`src/rtl/rca_seq_pkg.sv`:
```
// Shared types and constants for the byte-serial ripple-carry adder sequencer.
package rca_seq_pkg;

  localparam int unsigned BYTE_W = 8;

  typedef enum logic [1:0] {
    ST_IDLE = 2'd0,
    ST_RUN  = 2'd1,
    ST_DONE = 2'd2
  } state_t;

  // Byte counter width: $clog2(words), never narrower than one bit.
  function automatic int unsigned cnt_width(input int unsigned words);
    return (words > 1) ? $clog2(words) : 1;
  endfunction

  function automatic logic signed_ovf(input logic a_msb, input logic b_msb, input logic s_msb);
    return (a_msb == b_msb) && (s_msb != a_msb);
  endfunction

endpackage

```
`src/rtl/rca_8bit.sv`:
```
// 8-bit ripple-carry adder built from a chain of full-adder cells.
module rca_8bit
  import rca_seq_pkg::*;
(
  input  logic [BYTE_W-1:0] i_a,
  input  logic [BYTE_W-1:0] i_b,
  input  logic              i_cin,
  output logic [BYTE_W-1:0] o_sum,
  output logic              o_cout
);

  logic [BYTE_W:0] w_c;

  assign w_c[0] = i_cin;

  for (genvar i = 0; i < BYTE_W; i++) begin : g_fa
    assign o_sum[i]  = i_a[i] ^ i_b[i] ^ w_c[i];
    assign w_c[i+1]  = (i_a[i] & i_b[i]) | (w_c[i] & (i_a[i] ^ i_b[i]));
  end

  assign o_cout = w_c[BYTE_W];

endmodule

```
`src/rtl/rca_seq_adder_ctrl.sv`:
```
// Byte-serial WORDS*8-bit adder: one rca_8bit reused LSB byte first, carry registered.
// Optional macro RCA_SEQ_SUB_EN adds a 'sub' input selecting A-B.
module rca_seq_adder_ctrl
  import rca_seq_pkg::*;
#(
  parameter int unsigned WORDS = 4
) (
  input  logic                  clk,
  input  logic                  rst,
  input  logic                  in_valid,
  output logic                  in_ready,
  input  logic [WORDS*8-1:0]    a_in,
  input  logic [WORDS*8-1:0]    b_in,
  input  logic                  cin,
`ifdef RCA_SEQ_SUB_EN
  input  logic                  sub,
`endif
  output logic                  out_valid,
  input  logic                  out_ready,
  output logic [WORDS*8-1:0]    sum_out,
  output logic                  cout_out,
  output logic                  ovf_out,
  output logic                  busy
);

  localparam int unsigned W     = WORDS * BYTE_W;
  localparam int unsigned CNT_W = cnt_width(WORDS);

  state_t             r_state;
  logic [W-1:0]       r_a;
  logic [W-1:0]       r_b;
  logic [W-1:0]       r_sum;
  logic [CNT_W-1:0]   r_cnt;
  logic               r_carry;
  logic               r_sub;
  logic               r_cout;
  logic               r_ovf;
  logic               r_in_ready;
  logic               r_out_valid;
  logic               r_busy;

  logic               w_sub_in;
  logic [BYTE_W-1:0]  w_b_byte;
  logic [BYTE_W-1:0]  w_s;
  logic               w_co;
  logic               w_last;
  logic               w_ovf;

`ifdef RCA_SEQ_SUB_EN
  assign w_sub_in = sub;
`else
  assign w_sub_in = 1'b0;
`endif

  // Subtraction is A + ~B + 1; the +1 comes from forcing the initial carry.
  assign w_b_byte = r_b[BYTE_W-1:0] ^ {BYTE_W{r_sub}};
  assign w_last   = (r_cnt == CNT_W'(WORDS - 1));
  assign w_ovf    = signed_ovf(r_a[BYTE_W-1], w_b_byte[BYTE_W-1], w_s[BYTE_W-1]);

  rca_8bit u_rca (
    .i_a    (r_a[BYTE_W-1:0]),
    .i_b    (w_b_byte),
    .i_cin  (r_carry),
    .o_sum  (w_s),
    .o_cout (w_co)
  );

  always_ff @(posedge clk) begin
    if (rst) begin
      r_state     <= ST_IDLE;
      r_a         <= '0;
      r_b         <= '0;
      r_sum       <= '0;
      r_cnt       <= '0;
      r_carry     <= 1'b0;
      r_sub       <= 1'b0;
      r_cout      <= 1'b0;
      r_ovf       <= 1'b0;
      r_in_ready  <= 1'b1;
      r_out_valid <= 1'b0;
      r_busy      <= 1'b0;
    end else begin
      case (r_state)
        ST_IDLE: begin
          if (in_valid) begin
            r_a        <= a_in;
            r_b        <= b_in;
            r_sub      <= w_sub_in;
            r_carry    <= w_sub_in ? 1'b1 : cin;
            r_cnt      <= '0;
            r_state    <= ST_RUN;
            r_in_ready <= 1'b0;
            r_busy     <= 1'b1;
          end
        end

        ST_RUN: begin
          for (int unsigned i = 0; i < WORDS; i++) begin
            if (r_cnt == CNT_W'(i)) begin
              r_sum[i*BYTE_W +: BYTE_W] <= w_s;
            end
          end
          r_carry <= w_co;
          r_a     <= r_a >> BYTE_W;
          r_b     <= r_b >> BYTE_W;
          if (w_last) begin
            r_cout      <= w_co;
            r_ovf       <= w_ovf;
            r_out_valid <= 1'b1;
            r_state     <= ST_DONE;
          end else begin
            r_cnt <= r_cnt + CNT_W'(1);
          end
        end

        ST_DONE: begin
          if (out_ready) begin
            r_out_valid <= 1'b0;
            r_busy      <= 1'b0;
            r_in_ready  <= 1'b1;
            r_state     <= ST_IDLE;
          end
        end

        default: begin
          r_out_valid <= 1'b0;
          r_busy      <= 1'b0;
          r_in_ready  <= 1'b1;
          r_state     <= ST_IDLE;
        end
      endcase
    end
  end

  assign in_ready  = r_in_ready;
  assign out_valid = r_out_valid;
  assign busy      = r_busy;
  assign sum_out   = r_sum;
  assign cout_out  = r_cout;
  assign ovf_out   = r_ovf;

endmodule

```
`config.mk`:
```
export PLATFORM = sky130hd
export DESIGN_NAME = rca_seq_adder_ctrl
export DESIGN_NICKNAME = d
export VERILOG_FILES = /design/src/rtl/rca_seq_pkg.sv /design/src/rtl/rca_8bit.sv /design/src/rtl/rca_seq_adder_ctrl.sv
export SDC_FILE = /design/constraint.sdc
export NUM_CORES = 1
export LEC_CHECK = 0
export CORE_UTILIZATION = 33
export DETAILED_ROUTE_END_ITERATION = 8
export GPL_TIMING_DRIVEN = 0
export PLACE_DENSITY = 0.61
export SLEW_MARGIN = 10
export SYNTH_ARGS = -nofsm -noshare
export SYNTH_HDL_FRONTEND = slang
export SYNTH_SLANG_ARGS = --single-unit
```
`constraint.sdc`:
```
create_clock -name clk -period 7.3 [get_ports clk]
set_clock_uncertainty 0.1 [all_clocks]
set_input_delay 1.825 -clock clk [delete_from_list [all_inputs] [get_ports clk]]
set_output_delay 1.825 -clock clk [all_outputs]
set_load 0.02 [all_outputs]
```
# Word-level counts from Yosys, hierarchy flattened
# Cells that the tools add are included.
# totals
out_inout_bits	37
ff_bits	106
input_bits	69
# op_classes
reduce_logical	13
n_mux	21
add_sub_neg	1
n_bitwise	42
n_eq_ne	11
# ops
op	count
$pmux 32 s2	2
$mux 32	2
$and 1x1->1	16
$xor 1x1->1	16
$reduce_and 3->1	4
$mux 2	5
$reduce_and 2->1	5
$pmux 1 s3	3
$ne 2x2->1 const B	4
$or 1x1->1	8
$eq 2x2->1 const B	3
$mux 1	6
$pmux 2 s3	1
$eq 2x1->1 const B	2
$logic_not 2->1	2
$pmux 2 s2	1
$add 2x1->2 const B	1
$not 1->1	2
$pmux 1 s2	1
$reduce_bool 2->1	1
$eq 1x1->1	1
$logic_and 1x1->1	1
$ne 1x1->1	1

# Depth between registers and ports, before layout
# depth
depth_word	18
depth_mapped	14
depth_no_buf	14

# Hierarchy
# Synthesis repeated with hierarchy kept, for this count alone.
# hier_totals
hier_cells	449
hier_area_um2	4700.8
# by_module_without_submodules
module	seq_area_each_um2	area_per_inst_um2	cells_each	n_inst
rca_seq_adder_ctrl	2122.0	4503.1	431	1
rca_8bit	0.0	197.7	18	1

# Least setup slack after synthesis
# No wires, ideal clock.
# synth_path
path_type	register to register
startpoint	register r_a[0]
endpoint	register r_ovf, in the netlist ovf_out
t_arrival_ps	3934
stages_incl_launch_ff	15
n_path_buf	0
setup_slack_ps	3196
period_less_slack_ps	4104
path_cell_list	dfxtp_1 -> fa_1 -> inv_1 -> fa_1 -> inv_1 -> fa_1 -> fa_1 -> fa_1 -> fa_1 -> fa_1 -> inv_1 -> fa_1 -> xor2_1 -> or3_1 -> a21oi_1
# synth_via
elab_chain_cells	18
elab_cells_between_ends	19
# synth_rtl
element	line_no	source
start, declared	rca_seq_adder_ctrl.sv:30	logic [W-1:0] r_a;
start signal, assigned	rca_seq_adder_ctrl.sv:86	r_a <= a_in;
start signal, assigned	rca_seq_adder_ctrl.sv:104	r_a <= r_a >> BYTE_W;
$xor 1x1->1	rca_8bit.sv:18	assign w_c[i+1] = (i_a[i] & i_b[i]) | (w_c[i] & (i_a[i] ^ i_b[i]));
$and 1x1->1	rca_8bit.sv:18	
$or 1x1->1 (*)	rca_8bit.sv:18	
$and 1x1->1 (*)	rca_8bit.sv:18	
$or 1x1->1 (*)	rca_8bit.sv:18	
$and 1x1->1 (*)	rca_8bit.sv:18	
$or 1x1->1 (*)	rca_8bit.sv:18	
$and 1x1->1 (*)	rca_8bit.sv:18	
[2 not listed]	--	
$or 1x1->1 (*)	rca_8bit.sv:18	
$and 1x1->1 (*)	rca_8bit.sv:18	
$or 1x1->1 (*)	rca_8bit.sv:18	
$and 1x1->1 (*)	rca_8bit.sv:18	
$or 1x1->1 (*)	rca_8bit.sv:18	
$xor 1x1->1 (*)	rca_8bit.sv:17	assign o_sum[i] = i_a[i] ^ i_b[i] ^ w_c[i];
$ne 1x1->1 (*)	rca_seq_pkg.sv:18	return (a_msb == b_msb) && (s_msb != a_msb);
$logic_and 1x1->1 (*)	rca_seq_pkg.sv:18	
end signal, assigned	rca_seq_adder_ctrl.sv:108	r_ovf <= w_ovf;
end, declared	rca_seq_adder_ctrl.sv:37	logic r_ovf;
# Mark *: on every way between the ends. The rest lies on a longest branch, timed or not.
# A chain may end at the register's enable or synchronous reset.

# Final worst setup path
# Same ends and word-level chain as after synthesis.

==> summary.txt <==
Placement
  • Final GP Congestion: 0.8005
  • Detailed Place HPWL: 9446 um
  • Post-Place Cells: 760
  • Port bufs: 104
  • Place WS: 2.924 ns

Job
  • Max cap viols: 0

Cells and area
  • Post-Layout Cell Count: 776
  • Area Growth Syn to Fin: 33.28%
  • Antenna Cells: 0
  • Fin util: 45.05%
  • NumNets Final: 673
  • Share of layout cells above drive strength 1: 12.75%

Critical path
  • Worst R2R Path Depth: 14
  • Critical R2R Capture: ovf_out
  • Reg2reg setup slack: 2.89 ns
  • Worst EP arrival: 4.59 ns
  • Crit path max fanout: 5
  • Kind of critical path: register to register
  • End of the critical path: ovf_out
  • Critical path launch point: r_a[0]
  • Worst Setup End Kind: register
  • Critical Path RT: 7.49 ns
  • Critical R2R Launch: r_a[0]
  • Startpoint Class: register

Clock network
  • CTS tree: yes
  • CTS Buf Count: 9
  • Post-CTS sizing: 0
  • Clock Path Buffers: 2
  • Depth of the CTS H-tree: 3
  • Root buffer cell: clkbuf_16
  • CTS clk-pin slew, worst paths: 0.07 ns
  • Post-CTS Hold Buffers: 0
  • Clk_lat worst skew: 0.35 ns
  • Clock tree sinks: 106
  • # Post-CTS Setup Buffers: 0

STA
  • RSZ-0062 raised after global routing: false
  • Actual slew at the worst max-slew pin: 0.8106 ns
  • Final setup viols: 0
  • Final Cycle Share: 60.35%
  • Slew HR: 45.96%
  • Max Clock Freq: 227.0 MHz
  • Final WS setup: 2.894 ns
  • Setup TNS: 0 ns
  • Final hold vios: 0
  • Minimum clock period: 4.406 ns
  • Pins Over Slew Limit: 0

Global routing
  • Initial antenna violation count: 0
  • GRT Total Usage: 17.89%
  • Vias in the first global route: 3819
  • Grt ovf: 0
  • Largest net degree at the start of global routing: 18
  • Global-route wire length before repair: 19820 um

Synth
  • Net Count, Synth: 558
  • Netlist cell types: 34
  • Synthesis warning total: 0
  • Post-synthesis instance total: 476
  • Area contributors post-synth: dfxtp_1 45%, mux2i_1 10%, a211oi_2 8.0%
  • Area share of the leading cell type in the synthesized netlist: 45.23%
  • Avg Cell Area, Syn: 9.857 um^2
  • Post-synthesis instance area: 4692 um^2
  • Synth Register Bits: 106
  • Post-synthesis sequential area ratio: 45.23%
  • Area leader, netlist: dfxtp_1

Floorplan
  • Full die area: 14700 um^2
  • Starting Density: 33.80%
  • IO Pins: 106
  • Core area: 13880 um^2
  • DIE HEIGHT: 121.2 um
  • Die X: 121.2 um
  • Row count: 43

Route
  • DR pass1 iterations: 4
  • DRC Markers: 0
  • WL/cell: 15.68 um
  • DR vias: 3742
  • ANT nets after route: 0
  • Drt initial violations: 164
  • Vias per cell: 4.822
  • Detailed Route WL: 12170 um

Min path
  • Hold path depth: 2
  • Worst hold path class: register to register

Power
  • Pleak: 2.327 nW
  • VDD IR max: 0.1207 mV
  • Pwr dens: 222.8 nW/um^2

Status
  • Outcome: complete, no violations
worst min path at each step:
stage	start	end	slack [ns]
2_1_floorplan	r_a[24]	r_a[24]	0.38
3_3_place_gp	sum_out[0]	sum_out[0]	0.35
3_5_place_dp	sum_out[26]	sum_out[26]	0.35
4_1_cts	sum_out[26]	sum_out[26]	0.36
5_1_grt	ovf_out	ovf_out	0.38
6_report	sum_out[0]	sum_out[0]	0.36
Yosys cell counts:
| master | n |
|---|---|
| dfxtp_1 | 106 |
| nor2_1 | 77 |
| nand2_1 | 53 |
| mux2i_1 | 48 |
| a211oi_2 | 30 |
| a21oi_1 | 30 |
| a211oi_1 | 29 |
| a22oi_1 | 16 |
| buf_2 | 11 |
| buf_6 | 10 |
| clkbuf_1 | 10 |
| inv_1 | 10 |
| fa_1 | 8 |
| buf_4 | 5 |
| ha_1 | 5 |
| and3b_1 | 4 |
| nand3b_1 | 4 |
| a31oi_1 | 2 |
| nand2b_1 | 2 |
| o21ai_0 | 2 |
| a2bb2oi_1 | 1 |
| buf_1 | 1 |
| buf_8 | 1 |
| nand3_1 | 1 |
| nand3b_4 | 1 |
| nor2b_1 | 1 |
| nor3_1 | 1 |
| nor3b_4 | 1 |
| nor4b_1 | 1 |
| o21ba_1 | 1 |
| o21bai_1 | 1 |
| o21bai_2 | 1 |
| or3_1 | 1 |
| xor2_1 | 1 |
area by class of cell:
class                           instances  area [um^2]
Fill cell                            1362         7627
Multi-Input combinational cell        322         2271
Sequential cell                       106         2122
Timing Repair Buffer                  104         1041
Buffer                                 38        261.5
Clock buffer                            9        225.2
Tap cell                              180        225.2
Clock inverter                          7        70.07
Inverter                               10        37.54
metrics by stage:
| stage | power (mW) | cell area [um^2] | hold WS (ns) |
|---|---|---|---|
| finish | 1.393 | 6254 | 0.3595 |
| detailed placement | 0.9210 | 5958 | 0.3524 |
| global route | 1.457 | 6254 | 0.3770 |
| global placement | 0.9154 | 5958 | 0.3458 |
| CTS | 1.406 | 6254 | 0.3622 |
| floorplan | 0.8143 | 4692 | 0.3769 |
per-layer routing:
layer  track usage [%]  part of all wire (%)  vias up
met5                 0                     0        -
met4             5.556                   1.2        0
met3             4.370                   4.4       11
met2             29.96                    48       96
met1             22.54                    47     1741
li1                  -                     -     1894
cells by family after synthesis:
family          share of synthesized area [%]
flops                                   45.23
buf+inv                                 6.373
simple gates                            13.55
fa+ha+maj                               4.747
mux                                     10.24
xor+xnor                               0.1867
compound gates                          19.68
critical path: stages (launching register included):
cell	delay (ns)
dfxtp_1	0.33
fa_1	0.41
inv_1	0.08
fa_1	0.16
inv_1	0.05
fa_1	0.38
fa_1	0.40
fa_1	0.39
fa_1	0.38
fa_1	0.38
inv_1	0.08
fa_1	0.53
xor2_1	0.18
or3_1	0.34
a21oi_1	0.14
sequential cells by signal, summed over array words and instances, names as in the netlist:
signal and flops:
out_valid 1, cout_out 1, in_ready 1, ovf_out 1, r_carry 1, busy 1
r_cnt 2, r_state 2, sum_out 32, r_b 32, r_a 32
cells in the final DEF, fill, tap and decap left out, types with 5 or more instances in the layout:
| master | instances |
|---|---|
| a211oi_1 | 29 |
| a211oi_2 | 30 |
| a21oi_1 | 30 |
| a22oi_1 | 16 |
| buf_2 | 11 |
| buf_4 | 5 |
| buf_6 | 10 |
| clkbuf_1 | 10 |
| clkbuf_16 | 9 |
| clkdlybuf4s50_1 | 104 |
| dfxtp_1 | 106 |
| fa_1 | 8 |
| ha_1 | 5 |
| inv_1 | 10 |
| mux2i_1 | 48 |
| nand2_1 | 53 |
| nor2_1 | 77 |
power by group:
| group | leakage, nW | internal (mW) | total, mW | switching (mW) |
|---|---|---|---|---|
| logic | 1.32 | 0.126 | 0.263 | 0.137 |
| registers | 0.871 | 0.618 | 0.643 | 0.0252 |
| clock network | 0.133 | 0.265 | 0.487 | 0.222 |
| total | 2.33 | 1.01 | 1.39 | 0.385 |
(Power assumes the default switching activity.)
